$ cat config.mk
export PLATFORM = sky130hd
export DESIGN_NAME = mem_access_seq_flat
export DESIGN_NICKNAME = d
export VERILOG_FILES = /design/src/rtl/mcpu_pkg.sv /design/src/rtl/mem_access_seq_if.sv /design/src/rtl/mem_byte_lane.sv /design/src/rtl/mem_access_seq.sv /design/src/flat_wrapper.sv
export SDC_FILE = /design/constraint.sdc
export NUM_CORES = 1
export LEC_CHECK = 0
export ABC_CLOCK_PERIOD_IN_PS = 3630
export BUFFER_PORTS_ARGS = -buffer_cell sky130_fd_sc_hd__buf_2
export CAP_MARGIN = 15
export CORE_MARGIN = 3
export CORE_UTILIZATION = 44
export CTS_CLUSTER_DIAMETER = 50
export DETAILED_ROUTE_END_ITERATION = 16
export HOLD_SLACK_MARGIN = 0.15
export PLACE_DENSITY = 0.65
export SLEW_MARGIN = 20
export SYNTH_ARGS = -nofsm -noshare
export SYNTH_HDL_FRONTEND = slang
export SYNTH_SLANG_ARGS = --single-unit
$ cat constraint.sdc
create_clock -name clk -period 3.63 [get_ports clk]
set_input_delay 0.9075 -clock clk [delete_from_list [all_inputs] [get_ports clk]]
set_output_delay 0.9075 -clock clk [all_outputs]
set_load 0.1 [all_outputs]
$ cat src/rtl/mcpu_pkg.sv
// Shared definitions for the CPU memory-port sequencer: size codes, FSM states
// and the size-to-byte-count mapping.
package mcpu_pkg;

    localparam logic [1:0] SZ_1B = 2'b00;
    localparam logic [1:0] SZ_2B = 2'b01;
    localparam logic [1:0] SZ_4B = 2'b10;

    typedef enum logic {
        ST_IDLE = 1'b0,
        ST_XFER = 1'b1
    } state_t;

    // Code 2'b11 is an alias of the 4-byte size.
    function automatic logic [2:0] size_to_bytes(input logic [1:0] sz);
        case (sz)
            SZ_1B:   return 3'd1;
            SZ_2B:   return 3'd2;
            default: return 3'd4;
        endcase
    endfunction

endpackage

$ cat src/rtl/mem_access_seq_if.sv
// CPU-side request/response bundle of the memory access sequencer.
interface mem_access_seq_if #(
    parameter int ADDR_W = 16,
    parameter int DATA_W = 32
);
    logic              req;
    logic              we;
    logic [1:0]        size;
    logic              sext;
    logic [ADDR_W-1:0] addr;
    logic [DATA_W-1:0] wdata;
    logic              ready;
    logic              done;
    logic [DATA_W-1:0] rdata;

    modport master (
        output req, we, size, sext, addr, wdata,
        input  ready, done, rdata
    );

    modport slave (
        input  req, we, size, sext, addr, wdata,
        output ready, done, rdata
    );
endinterface

$ cat src/rtl/mem_byte_lane.sv
// Byte insert into the load shadow register and sign/zero extension of the
// assembled value above the transfer length.
module mem_byte_lane #(
    parameter int DATA_W = 32
) (
    input  logic [DATA_W-1:0] shadow,
    input  logic [1:0]        idx,
    input  logic [7:0]        byte_in,
    input  logic [2:0]        nbytes,
    input  logic              sext,
    output logic [DATA_W-1:0] shadow_ins,
    output logic [DATA_W-1:0] extended
);
    logic sign;

    always_comb begin
        shadow_ins = shadow;
        shadow_ins[{idx, 3'b000} +: 8] = byte_in;
    end

    always_comb begin
        case (nbytes)
            3'd1:    sign = shadow_ins[7];
            3'd2:    sign = shadow_ins[15];
            default: sign = shadow_ins[31];
        endcase
    end

    always_comb begin
        extended = '0;
        for (int k = 0; k < DATA_W / 8; k++) begin
            if (k < int'(nbytes)) extended[8*k +: 8] = shadow_ins[8*k +: 8];
            else                  extended[8*k +: 8] = {8{sext & sign}};
        end
    end
endmodule

$ cat src/rtl/mem_access_seq.sv
// Bus-master side of the byte-wide RAM port: splits 1/2/4-byte CPU loads and
// stores into single-byte RAM cycles, little-endian.
//
// state   | meaning
// --------+-------------------------------------------------------------
// ST_IDLE | ready; a req at the edge latches operands, starts transfer
// ST_XFER | one RAM byte per cycle at base+cnt; last byte returns to IDLE
module mem_access_seq
    import mcpu_pkg::*;
#(
    parameter int ADDR_W = 16,
    parameter int DATA_W = 32
) (
    input  logic              clk,
    input  logic              rst_n,
    mem_access_seq_if.slave   cpu,
    output logic              ram_load,
    output logic [ADDR_W-1:0] ram_addr,
    output logic [7:0]        ram_d,
    input  logic [7:0]        ram_q
);
    state_t            state, state_d;
    logic [1:0]        cnt, cnt_d, cnt_nx, last_idx;
    logic [2:0]        nbytes;
    logic              we_q, sext_q;
    logic [1:0]        size_q;
    logic [ADDR_W-1:0] base_q;
    logic [DATA_W-1:0] wdata_q, shadow, rdata_q, shadow_ins, load_ext;
    logic              done_q, done_d, ram_load_d;
    logic [ADDR_W-1:0] ram_addr_d;
    logic [7:0]        ram_d_d;
    logic              accept, capture, last;

    assign nbytes   = size_to_bytes(size_q);
    assign last_idx = 2'(nbytes - 3'd1);
    assign last     = (cnt == last_idx);
    assign cnt_nx   = cnt + 2'd1;

    assign cpu.ready = (state == ST_IDLE);
    assign cpu.done  = done_q;
    assign cpu.rdata = rdata_q;

    // RAM address/data for the next cycle are computed here and registered,
    // so nothing reaches the RAM port combinationally from the CPU side.
    always_comb begin
        state_d    = state;
        cnt_d      = cnt;
        ram_load_d = 1'b0;
        ram_addr_d = ram_addr;
        ram_d_d    = ram_d;
        done_d     = 1'b0;
        accept     = 1'b0;
        capture    = 1'b0;
        case (state)
            ST_IDLE: begin
                if (cpu.req) begin
                    accept     = 1'b1;
                    state_d    = ST_XFER;
                    cnt_d      = '0;
                    ram_addr_d = cpu.addr;
                    ram_d_d    = cpu.wdata[7:0];
                    ram_load_d = cpu.we;
                end
            end
            ST_XFER: begin
                capture = ~we_q;
                if (last) begin
                    state_d = ST_IDLE;
                    cnt_d   = '0;
                    done_d  = 1'b1;
                end else begin
                    cnt_d      = cnt_nx;
                    ram_addr_d = base_q + ADDR_W'(cnt_nx);
                    ram_d_d    = wdata_q[{cnt_nx, 3'b000} +: 8];
                    ram_load_d = we_q;
                end
            end
            default: state_d = ST_IDLE;
        endcase
    end

    always_ff @(posedge clk or negedge rst_n) begin
        if (!rst_n) state <= ST_IDLE;
        else        state <= state_d;
    end

    always_ff @(posedge clk or negedge rst_n) begin
        if (!rst_n) begin
            cnt      <= '0;
            we_q     <= 1'b0;
            sext_q   <= 1'b0;
            size_q   <= SZ_1B;
            base_q   <= '0;
            wdata_q  <= '0;
            shadow   <= '0;
            rdata_q  <= '0;
            done_q   <= 1'b0;
            ram_load <= 1'b0;
            ram_addr <= '0;
            ram_d    <= '0;
        end else begin
            cnt      <= cnt_d;
            done_q   <= done_d;
            ram_load <= ram_load_d;
            ram_addr <= ram_addr_d;
            ram_d    <= ram_d_d;
            if (accept) begin
                we_q    <= cpu.we;
                sext_q  <= cpu.sext;
                size_q  <= cpu.size;
                base_q  <= cpu.addr;
                wdata_q <= cpu.wdata;
            end
            if (capture) shadow <= shadow_ins;
            if (capture && last) rdata_q <= load_ext;
        end
    end

    mem_byte_lane #(.DATA_W(DATA_W)) u_lane (
        .shadow     (shadow),
        .idx        (cnt),
        .byte_in    (ram_q),
        .nbytes     (nbytes),
        .sext       (sext_q),
        .shadow_ins (shadow_ins),
        .extended   (load_ext)
    );
endmodule

$ cat src/flat_wrapper.sv
// flat-port wrapper written by rule: the top's interface ports become plain ports
module mem_access_seq_flat import mcpu_pkg::*;
#(
    parameter int ADDR_W = 16,
    parameter int DATA_W = 32
)
  (clk, rst_n, ram_load, ram_addr, ram_d, ram_q, cpu_req, cpu_we, cpu_size, cpu_sext, cpu_addr, cpu_wdata, cpu_ready, cpu_done, cpu_rdata);
  mem_access_seq_if #(.ADDR_W(ADDR_W), .DATA_W(DATA_W)) cpu_i ();
  input  logic clk;
  input  logic rst_n;
  output logic ram_load;
  output logic [ADDR_W-1:0] ram_addr;
  output logic [7:0] ram_d;
  input  logic [7:0] ram_q;
  input wire logic [$bits(cpu_i.req)-1:0] cpu_req;
  input wire logic [$bits(cpu_i.we)-1:0] cpu_we;
  input wire logic [$bits(cpu_i.size)-1:0] cpu_size;
  input wire logic [$bits(cpu_i.sext)-1:0] cpu_sext;
  input wire logic [$bits(cpu_i.addr)-1:0] cpu_addr;
  input wire logic [$bits(cpu_i.wdata)-1:0] cpu_wdata;
  output wire logic [$bits(cpu_i.ready)-1:0] cpu_ready;
  output wire logic [$bits(cpu_i.done)-1:0] cpu_done;
  output wire logic [$bits(cpu_i.rdata)-1:0] cpu_rdata;
  assign cpu_i.req = cpu_req;
  assign cpu_i.we = cpu_we;
  assign cpu_i.size = cpu_size;
  assign cpu_i.sext = cpu_sext;
  assign cpu_i.addr = cpu_addr;
  assign cpu_i.wdata = cpu_wdata;
  assign cpu_ready = cpu_i.ready;
  assign cpu_done = cpu_i.done;
  assign cpu_rdata = cpu_i.rdata;
  mem_access_seq #(.ADDR_W(ADDR_W), .DATA_W(DATA_W)) u_core (.clk(clk), .rst_n(rst_n), .cpu(cpu_i), .ram_load(ram_load), .ram_addr(ram_addr), .ram_d(ram_d), .ram_q(ram_q));
endmodule
==> results.md <==
* Number of synthesized flops with an enable pin at 0
* Die Footprint at 16700 um2
* Crit. End Element: register
* Initial Utilization at 0.455
* Syn Std Cell Area at 6700 um2
* CTS Sinks at 145
* RSZ-0062 raised after global routing: no
* Yosys cell types at 57
* Depth of the worst register-to-register path at 7
* Layout Skew at 0.0144 ns
* DP HPWL at 11300 um
* CTS max path bufs at 2
* Vias in the first global route at 5287
* Root Buffer: clkbuf_16
* Residual DRC at 0
* Rows at 44
* First-pass GRT wire length at 26400 um
* Arrival time worst endpoint at 3.00 ns
* Final GP Congestion at 0.820
* Post-Syn Nets at approximately 740
* Initial antenna violation count at 1
* Vias/cell at about 5.5
* Worst-margin pin slew at 1.01 ns
* Wire per inst at 16.7 um
* Setup violations, final at 0
* Fillers at 1276
* Chip Width at 129 um
* Final hold violation count at 0
* Commonest non-fill, non-tap cell in the layout: nand2_1
* Crit path required time at 3.96 ns
* I/O pin count at roughly 120
* Minimum clock period at 2.66 ns
* Total GRT Usage at 0.201
* Hold path depth at 2
* Syn Inst Count at 663
* CP Class: reg -> reg
* CTS H-tree lvls at 4
* Synth area leader: dfrtp_1
* Post-DRT Antenna Nets at 0
* GRT overflow at 0
* #FFs+latches synth at about 150
* Setup bufs post-CTS at 0
* CTS resizes at 0
* TritonCTS Buffers at 17
* Most frequent cells in the layout: nand2_1, dfrtp_1, buf_2
* TritonCTS clock tree: done
* # nets final at 847
* Initial drt markers at about 290
* Vias at 5312
* Hold_ws at between 0.4 and 0.5 ns
* FMAX at 375 MHz
* Multi-input logic area at approximately 2900 um2
* Register Area at 3630 um2
* Rel. slew slack at 0.329
* Core ar. at 14700 um2
* Ant. Diodes at 0
* Fraction of registers with async set/reset at 1.00
* Main area contributors after synthesis: dfrtp_1, nand2_1, a22o_1, mux4_2, nor2_1
* Pre-antenna DRT Iters at 5
* Max_cap viols at 0
* CTS clock-pin slew for the worst setup and hold paths at roughly 0.060 ns
* Top cell type's share of synthesized area at 0.542
* Ratio of cells with drive above 1 in the final layout at 0.246
* Area Growth Syn to Fin at 19.8%
* Critical path startpoint category: register
* Status: finished, final reports clean
* Sequential share of the synthesized area at 0.542
* Synth Flop Type: dfrtp_1
* Post-Syn Area per Cell at 10.1 um2
* Routed WL at around 16000 um
* Die Y at 129 um
* Final Max Slew Viols at 0
* Period utilisation layout at 0.734
* Ys Warns at 0
* Largest net degree at the start of global routing at 92
* Final instance area at 8020 um2
* Placed Instance Area at 7440 um2
* Clk_lat worst skew at 0.43 ns
* Hold/Removal Path Class: reg -> reg
* Total negative slack at 0 ns
* Input/output buffers at 121
* Crit path max fanout at 14
* Hold buffer count at cts at 0
metrics by stage:
step / util / setup WS, ns / instances
finish: 0.545 / 0.965 / 972
global route: 0.545 / 0.754 / 972
CTS: 0.545 / 0.934 / 972
detailed placement: 0.506 / 0.956 / 940
global placement: 0.506 / 1.07 / 940
floorplan: - / 1.34 / 663
synth_stat cells, types with 6 or more instances:
cell type,instances
clkbuf_1,18
o211ai_1,8
ha_1,8
mux4_2,8
o22a_1,8
nor2b_1,19
nand2_1,205
buf_2,8
inv_1,9
o211ai_2,8
xor2_1,8
and3_1,6
a22o_1,23
nor2_1,38
xnor2_1,6
a21oi_1,19
o21ai_0,28
mux2i_1,13
dfrtp_1,145
a22oi_1,15
area by class of cell:
cell class,instances,area share
clock inverters,14,0.0173
inverters,11,0.00515
multi-input cells,472,0.357
repair buffers,128,0.0844
clock buffers,18,0.0548
flip-flops and latches,145,0.453
well taps,184,0.0287
layer usage:
layer	share of wire	up-vias	track usage	routed length, um
li1	-	2501	-	-
met1	0.44	2590	0.267	7090
met2	0.48	189	0.320	7780
met3	0.060	30	0.0495	979
met4	0.022	2	0.0784	356
met5	0.00099	-	0	16
critical path, cell delays in order, from the launching register on:
cell and delay [ns]:
dfrtp_1 0.47, inv_1 0.12, ha_1 0.70, nor3b_2 0.39, a211oi_1 0.12, a21oi_1 0.32, nand4_2 0.29, o211ai_1 0.18
kinds of logic (layout without fill, tap and decap cells):
kind of cell,after synthesis,count (layout),synth area share
AND/OR/NAND/NOR,295,295,0.195
flip-flops,145,145,0.542
AO/OA/AOI/OAI,133,133,0.149
buffers and inverters,46,171,0.0320
multiplexers,21,21,0.0463
XOR/XNOR,14,14,0.0183
adder cells (fa/ha/maj),9,9,0.0179
path summary, 6_finish.rpt:
| kind | start | slack [ns] | to |
|---|---|---|---|
| max in group asynchronous | rst_n | 2.25 | u_core.base_q[7] |
| setup / recovery | u_core.cnt[1] | 0.97 | u_core.cpu.rdata[30] |
| hold reg to reg | u_core.shadow[11] | 0.47 | u_core.shadow[11] |
| setup reg to reg | u_core.cnt[1] | 0.97 | u_core.cpu.rdata[30] |
| min in group asynchronous | rst_n | 0.57 | u_core.cpu.rdata[1] |
| hold / removal | u_core.shadow[11] | 0.47 | u_core.shadow[11] |
sequential cells by signal, summed over array words and instances, names as in the netlist:
| signal | flops |
|---|---|
| u_core.cpu.rdata | 32 |
| u_core.shadow | 32 |
| u_core.wdata_q | 32 |
| u_core.base_q | 16 |
| u_core.ram_addr | 16 |
| u_core.ram_d | 8 |
| u_core.cnt | 2 |
| u_core.size_q | 2 |
| u_core.cpu.done | 1 |
| u_core.ram_load | 1 |
| u_core.sext_q | 1 |
| u_core.state | 1 |
| u_core.we_q | 1 |
Power is not shown: default switching activity piles up to over one toggle a cycle in this logic, so the estimate is an artifact.
